**src/rtl/bitstuff_block_if.sv**
```systemverilog
// Serial stream between the serializer, the bit stuffer and the NRZI encoder.
// master: upstream serializer side; slave: the bit stuffer.
interface bitstuff_block_if;
    logic EnData;
    logic Data_in;
    logic Stuffed;
    logic Data_out;

    modport master (
        output EnData,
        output Data_in,
        input  Stuffed,
        input  Data_out
    );

    modport slave (
        input  EnData,
        input  Data_in,
        output Stuffed,
        output Data_out
    );
endinterface

```
**src/rtl/bitstuff_block.sv**
```systemverilog
// USB 2.0 transmit bit stuffer: inserts a 0 after every six consecutive 1s on
// the NRZ stream and stalls the serializer for the cycle the 0 is emitted.
module bitstuff_block (
    input  logic            CLK,
    input  logic            RST,
    bitstuff_block_if.slave bus
);
    // Number of consecutive 1s already driven on Data_out (0..6).
    logic [2:0] cnt_q, cnt_d;
    logic       data_q, data_d;
    logic       stuff;

    // Moore decode: a stuff is due once six 1s have gone out.
    assign stuff        = (cnt_q == 3'd6);
    assign bus.Stuffed  = stuff;
    assign bus.Data_out = data_q;

    // Next state: stuff cycles ignore Data_in; a gap in the stream drops any pending stuff.
    always_comb begin
        cnt_d  = 3'd0;
        data_d = data_q;
        if (bus.EnData) begin
            if (stuff) begin
                data_d = 1'b0;
                cnt_d  = 3'd0;
            end else begin
                data_d = bus.Data_in;
                cnt_d  = bus.Data_in ? (cnt_q + 3'd1) : 3'd0;
            end
        end
    end

    // State registers with asynchronous active-low reset.
    always_ff @(posedge CLK or negedge RST) begin
        if (!RST) begin
            cnt_q  <= 3'd0;
            data_q <= 1'b0;
        end else begin
            cnt_q  <= cnt_d;
            data_q <= data_d;
        end
    end
endmodule

```
**src/flat_wrapper.sv**
```systemverilog
// flat-port wrapper written by rule: the top's interface ports become plain ports
module bitstuff_block_flat 
  (CLK, RST, bus_EnData, bus_Data_in, bus_Stuffed, bus_Data_out);
  bitstuff_block_if bus_i ();
  input  logic CLK;
  input  logic RST;
  input wire logic [$bits(bus_i.EnData)-1:0] bus_EnData;
  input wire logic [$bits(bus_i.Data_in)-1:0] bus_Data_in;
  output wire logic [$bits(bus_i.Stuffed)-1:0] bus_Stuffed;
  output wire logic [$bits(bus_i.Data_out)-1:0] bus_Data_out;
  assign bus_i.EnData = bus_EnData;
  assign bus_i.Data_in = bus_Data_in;
  assign bus_Stuffed = bus_i.Stuffed;
  assign bus_Data_out = bus_i.Data_out;
  bitstuff_block u_core (.CLK(CLK), .RST(RST), .bus(bus_i));
endmodule
```
**config.mk**
```make
export PLATFORM = sky130hd
export DESIGN_NAME = bitstuff_block_flat
export DESIGN_NICKNAME = d
export VERILOG_FILES = /design/src/rtl/bitstuff_block_if.sv /design/src/rtl/bitstuff_block.sv /design/src/flat_wrapper.sv
export SDC_FILE = /design/constraint.sdc
export NUM_CORES = 1
export LEC_CHECK = 0
export CAP_MARGIN = 20
export CORE_AREA = 5 5 42 44
export CTS_CLUSTER_SIZE = 20
export DETAILED_ROUTE_END_ITERATION = 10
export DIE_AREA = 0 0 47 49
export GPL_TIMING_DRIVEN = 0
export SLEW_MARGIN = 20
export SYNTH_ARGS = -nofsm -noshare
export SYNTH_HDL_FRONTEND = slang
export SYNTH_SLANG_ARGS = --single-unit
export TNS_END_PERCENT = 100
```
**constraint.sdc**
```tcl
create_clock -name CLK -period 1.45 [get_ports CLK]
set_input_delay 0.29 -clock CLK [delete_from_list [all_inputs] [get_ports CLK]]
set_output_delay 0.29 -clock CLK [all_outputs]
set_load 0.02 [all_outputs]
```
# --- Word-level counts from Yosys, hierarchy flattened ---
# Cells that the tools add are included.
totals:
  wordCells: 8
  output_inout_bits: 2
  reg_bits: 4
op_classes:
  mux: 4
  add_sub_neg: 1
  n_eq_ne: 1
op_table:
  columns: ["cell", "n"]
  rows:
  - ["$mux W3", 3]
  - ["$add A3 B1 Y3 const B", 1]
  - ["$eq A3 B3 Y1 const B", 1]
  - ["$mux W1", 1]

# --- Depth between registers and ports, before layout ---
logic_depth:
  depth_word: 4
  ltp_mapped: 4

# --- Least setup slack after synthesis ---
# Ideal clock, no wire load.
synth_path:
  path_kind: "flip-flop to output port"
  from: "register u_core.cnt_q[0]"
  to: "output bus_Stuffed"
  setup_slack_ns: 0.323
  stages_incl_launch_ff: 4
  arrival_ns: 0.837
  cell_sequence: "dfrtp_1 inv_1 ha_1 and2_1"
synth_via:
  elab_chain_cells: 1
synth_lines:
  columns: ["element", "line_no", "rtl"]
  rows:
  - ["from (decl)", "bitstuff_block.sv:9", "logic [2:0] cnt_q, cnt_d;"]
  - ["from (signal assigned)", "bitstuff_block.sv:39", "cnt_q <= cnt_d;"]
  - ["$eq A3 B3 Y1", "bitstuff_block.sv:14", "assign stuff = (cnt_q == 3'd6);"]
  - ["to (decl)", "flat_wrapper.sv:9", "output wire logic [$bits(bus_i.Stuffed)-1:0] bus_Stuffed;"]
# Every way passes these cells.

# --- Worst setup path after layout ---
# Same ends and word-level chain as after synthesis.

==> key figures <==
GRT
  – Vias in the first global route: 149
  – Overall Global Routing Usage: 3.39%
  – Global-route wire length before repair: 531 µm
  – Aggregate global routing overflow: 0
  – Maximum number of pins on one net before global-route repair: 5
  – Antenna violations before repair: 0

Setup path
  – Critical Path Max Stage Delay: 0.37 ns
  – Critical setup path kind: flip-flop to output pin
  – Critical path's top delay family: flip-flops
  – Worst EP arrival: 1.07 ns
  – Largest driver fanout on the critical path: 2
  – Depth of the worst register-to-register path: 4
  – CP Buf/Inv Count: 2
  – Data required time at the worst endpoint: 1.16 ns
  – Ordered list of cells on the worst path: inv_1 > ha_2 > and2_4 > buf_6
  – Standard cell with the maximum stage delay on the critical path: dfrtp_1
  – Critical Path Source Type: flip-flop
  – Flop-to-flop setup slack: 0.17 ns
  – R2R Path End: u_core.cnt_q[2]
  – Startpoint of the worst register-to-register path: u_core.cnt_q[0]
  – Critical Path Sink Type: output pin

Synth
  – Flip-flop cell with the highest count after synthesis: dfrtp_1
  – Synthesized instance count: 16
  – Yosys synthesis warning count: 0
  – Most repeated cell in the gate-level netlist after synthesis: dfrtp_1
  – Count of different cell masters after synthesis: 10
  – Mean post-synth cell area: 11.4 µm²
  – Net count of the mapped netlist: 22
  – Cells taking the most area after synthesis: dfrtp_1 (55%), ha_1 (14%), nor3_1 (5.5%), a21oi_2 (4.8%), or3b_1 (4.8%)
  – Number of flip-flops and latches in the synthesized netlist: 4
  – Number of synthesized flops with an enable pin: 0
  – Top cells by count, synth: dfrtp_1 (4), ha_1 (2), inv_1 (2), nor3_1 (2)
  – Portion of the post-synthesis area used by sequential elements: 54.8%
  – Syn Std Cell Area: 183 µm²
  – Area fraction of the dominant cell type after synthesis: 54.8%
  – Cell taking the most area after synthesis: dfrtp_1
  – Asr flop ratio synth: 100%

STA
  – Final critical-path share of the clock period: 94.0%
  – Post-Route Hold Slack: 0.261 ns
  – Clock Skew: 0.00181 ns
  – Count of final max-slew check failures: 0
  – Slew at the pin closest to its max-slew limit: 0.205 ns
  – Setup violations, final: 0
  – Setup repair after global routing missed its margin: no
  – Final hold violations: 0
  – Normalized max-slew margin: 86.4%
  – Highest clock frequency the design can meet: 734 MHz
  – Post-layout min period: 1.36 ns

Power and ir drop
  – Switching Power: 53.7 µW
  – Switching Fraction: 19.3%
  – Leakage power summed over all cells: 0.138 nW
  – Combinational fraction of design power: 10.3%
  – Internal Pwr Total: 225 µW
  – Power density relative to cell area: 943 nW/µm²
  – Peak VDD IR: 0.321 mV
  – Flop pwr share: 43.1%
  – Total Power: 279 µW
  – Clk pwr share: 46.6%

Final layout
  – Area growth syn-to-layout: 61.6%
  – Fin nets: 34
  – Fraction of final layout cells with drive strength greater than 1: 34.6%
  – Filler cells: 161
  – Area of all sequential standard cells: 100 µm²
  – Area occupied by multi-input gates: 80.1 µm²
  – ANT cells: 0

Clock tree
  – Clock latency of the later-clocked register in the worst-skew pair: 0.23 ns
  – Maximum clock insertion buffer count: 2
  – Clock transition at path regs: 0.03 ns
  – Number of levels in the clock H-tree: 1
  – Root Buffer Master: clkbuf_4
  – TritonCTS Buffers: 3
  – Sinks on Clock Net: 4
  – Cts hold-fix bufs: 0
  – TritonCTS clock tree: done

Route
  – Post-detailed-routing wire length: 330 µm
  – DR vias: 141
  – Post-DR wirelength/cell: 7.86 µm
  – Number of remaining DRC errors: 0
  – Post-detailed-route via-to-cell ratio: 3.36
  – Iter 0 DRT Violations: 1
  – DRT antenna net count: 0
  – Router iterations before antenna repair: 2

Floorplanning
  – Die extent in y: 49 µm
  – Die Width: 47 µm
  – Core area: 1400 µm²
  – Number of top-level design ports: 6
  – Number of placement rows: 14
  – Total die area: 2300 µm²
  – Initial core utilization: 13.0%

Run status
  – Status: finished, final reports clean

Worst hold path
  – Class of the tightest hold or removal check: primary input to async pin

Run
  – Number of violations of the max-capacitance limit: 0

Placement
  – Port Buffer Count: 5
  – Final Wtd Congestion: 0.627
[cells by family after synthesis]
kind of cell / count (synthesis) / share of synthesized area [%]
and+or+nand+nor: 6 / 19.2
DFF: 4 / 54.8
AOI/OAI and AO/OA: 2 / 8.22
buffers and inverters: 2 / 4.11
adders and majority gates: 2 / 13.7
[worst reg2reg max path: stages, from the launching register on]
cell and delay [ns]:
dfrtp_1 0.37, buf_4 0.14, ha_1 0.19, or3b_1 0.36
a21oi_2 0.14
[worst max-delay path by stage]
stage	startpoint	to	slack, ns	cells after the start
3_5_place_dp	u_core.cnt_q[0]	bus_Stuffed	-0.27	4
5_1_grt	u_core.cnt_q[0]	bus_Stuffed	0.02	4
2_1_floorplan	u_core.cnt_q[0]	bus_Stuffed	0.32	3
6_report	u_core.cnt_q[0]	bus_Stuffed	0.09	4
4_1_cts	u_core.cnt_q[0]	bus_Stuffed	0.01	4
3_3_place_gp	u_core.cnt_q[0]	bus_Stuffed	-0.25	4
[stage by stage]
stage	setup TNS (ns)	utilization (%)	instances	area, µm²	setup WS [ns]
6_report	0	21.1	42	295	0.0876
5_1_grt	0	21.1	42	295	0.0191
4_1_cts	0	20.1	41	282	0.0113
3_5_place_dp	-0.267	18.0	37	253	-0.267
3_3_place_gp	-0.251	18.0	37	253	-0.251
2_1_floorplan	0	-	16	183	0.323
[power by group through the flow]
stage	sequential, mW	clock (mW)	combinational (mW)
after detailed placement	0.122	0	0.0280
final	0.120	0.130	0.0286
after CTS	0.120	0.138	0.0290
after floorplan	0.125	0	0.00772
after global placement	0.122	0	0.0277
after global routing	0.121	0.142	0.0322
[routing by layer]
layer / share of wire, % / track usage, % / vias to the layer above
met2: 48 / 4.07 / 3
met3: 7.0 / 1.11 / 0
met5: 0 / 0 / -
li1: - / - / 74
met4: 0 / 4.15 / 0
met1: 45 / 3.99 / 64
[what timing repair did]
item	CTS	global route
endpoints found under the setup margin	2	1
gates resized for setup	7	2
buffers inserted	1	1
gates cloned	0	0
[cell usage in the layout (no fill, tap or decap)]
cell type	instances
dfrtp_1	4
clkbuf_4	3
clkdlybuf4s50_1	3
nor3_1	2
inv_1	2
buf_4	2
and2_4	1
nand2_1	1
or3b_1	1
nand2b_1	1
a21oi_2	1
o22ai_1	1
ha_2	1
ha_1	1
dlygate4sd2_1	1
buf_6	1
[sequential cells by signal, indices dropped and copies added, names as in the netlist]
register             flops
u_core.cnt_q             3
u_core.bus.Data_out      1
[area by class of cell]
cell class	instances	share of cell area, %
Multi-Input combinational cell	10	27.1
Timing Repair Buffer	7	22.0
Inverter	2	2.54
Sequential cell	4	33.9
Clock buffer	3	7.63
Tap cell	16	6.78
(Power assumes the default switching activity.)
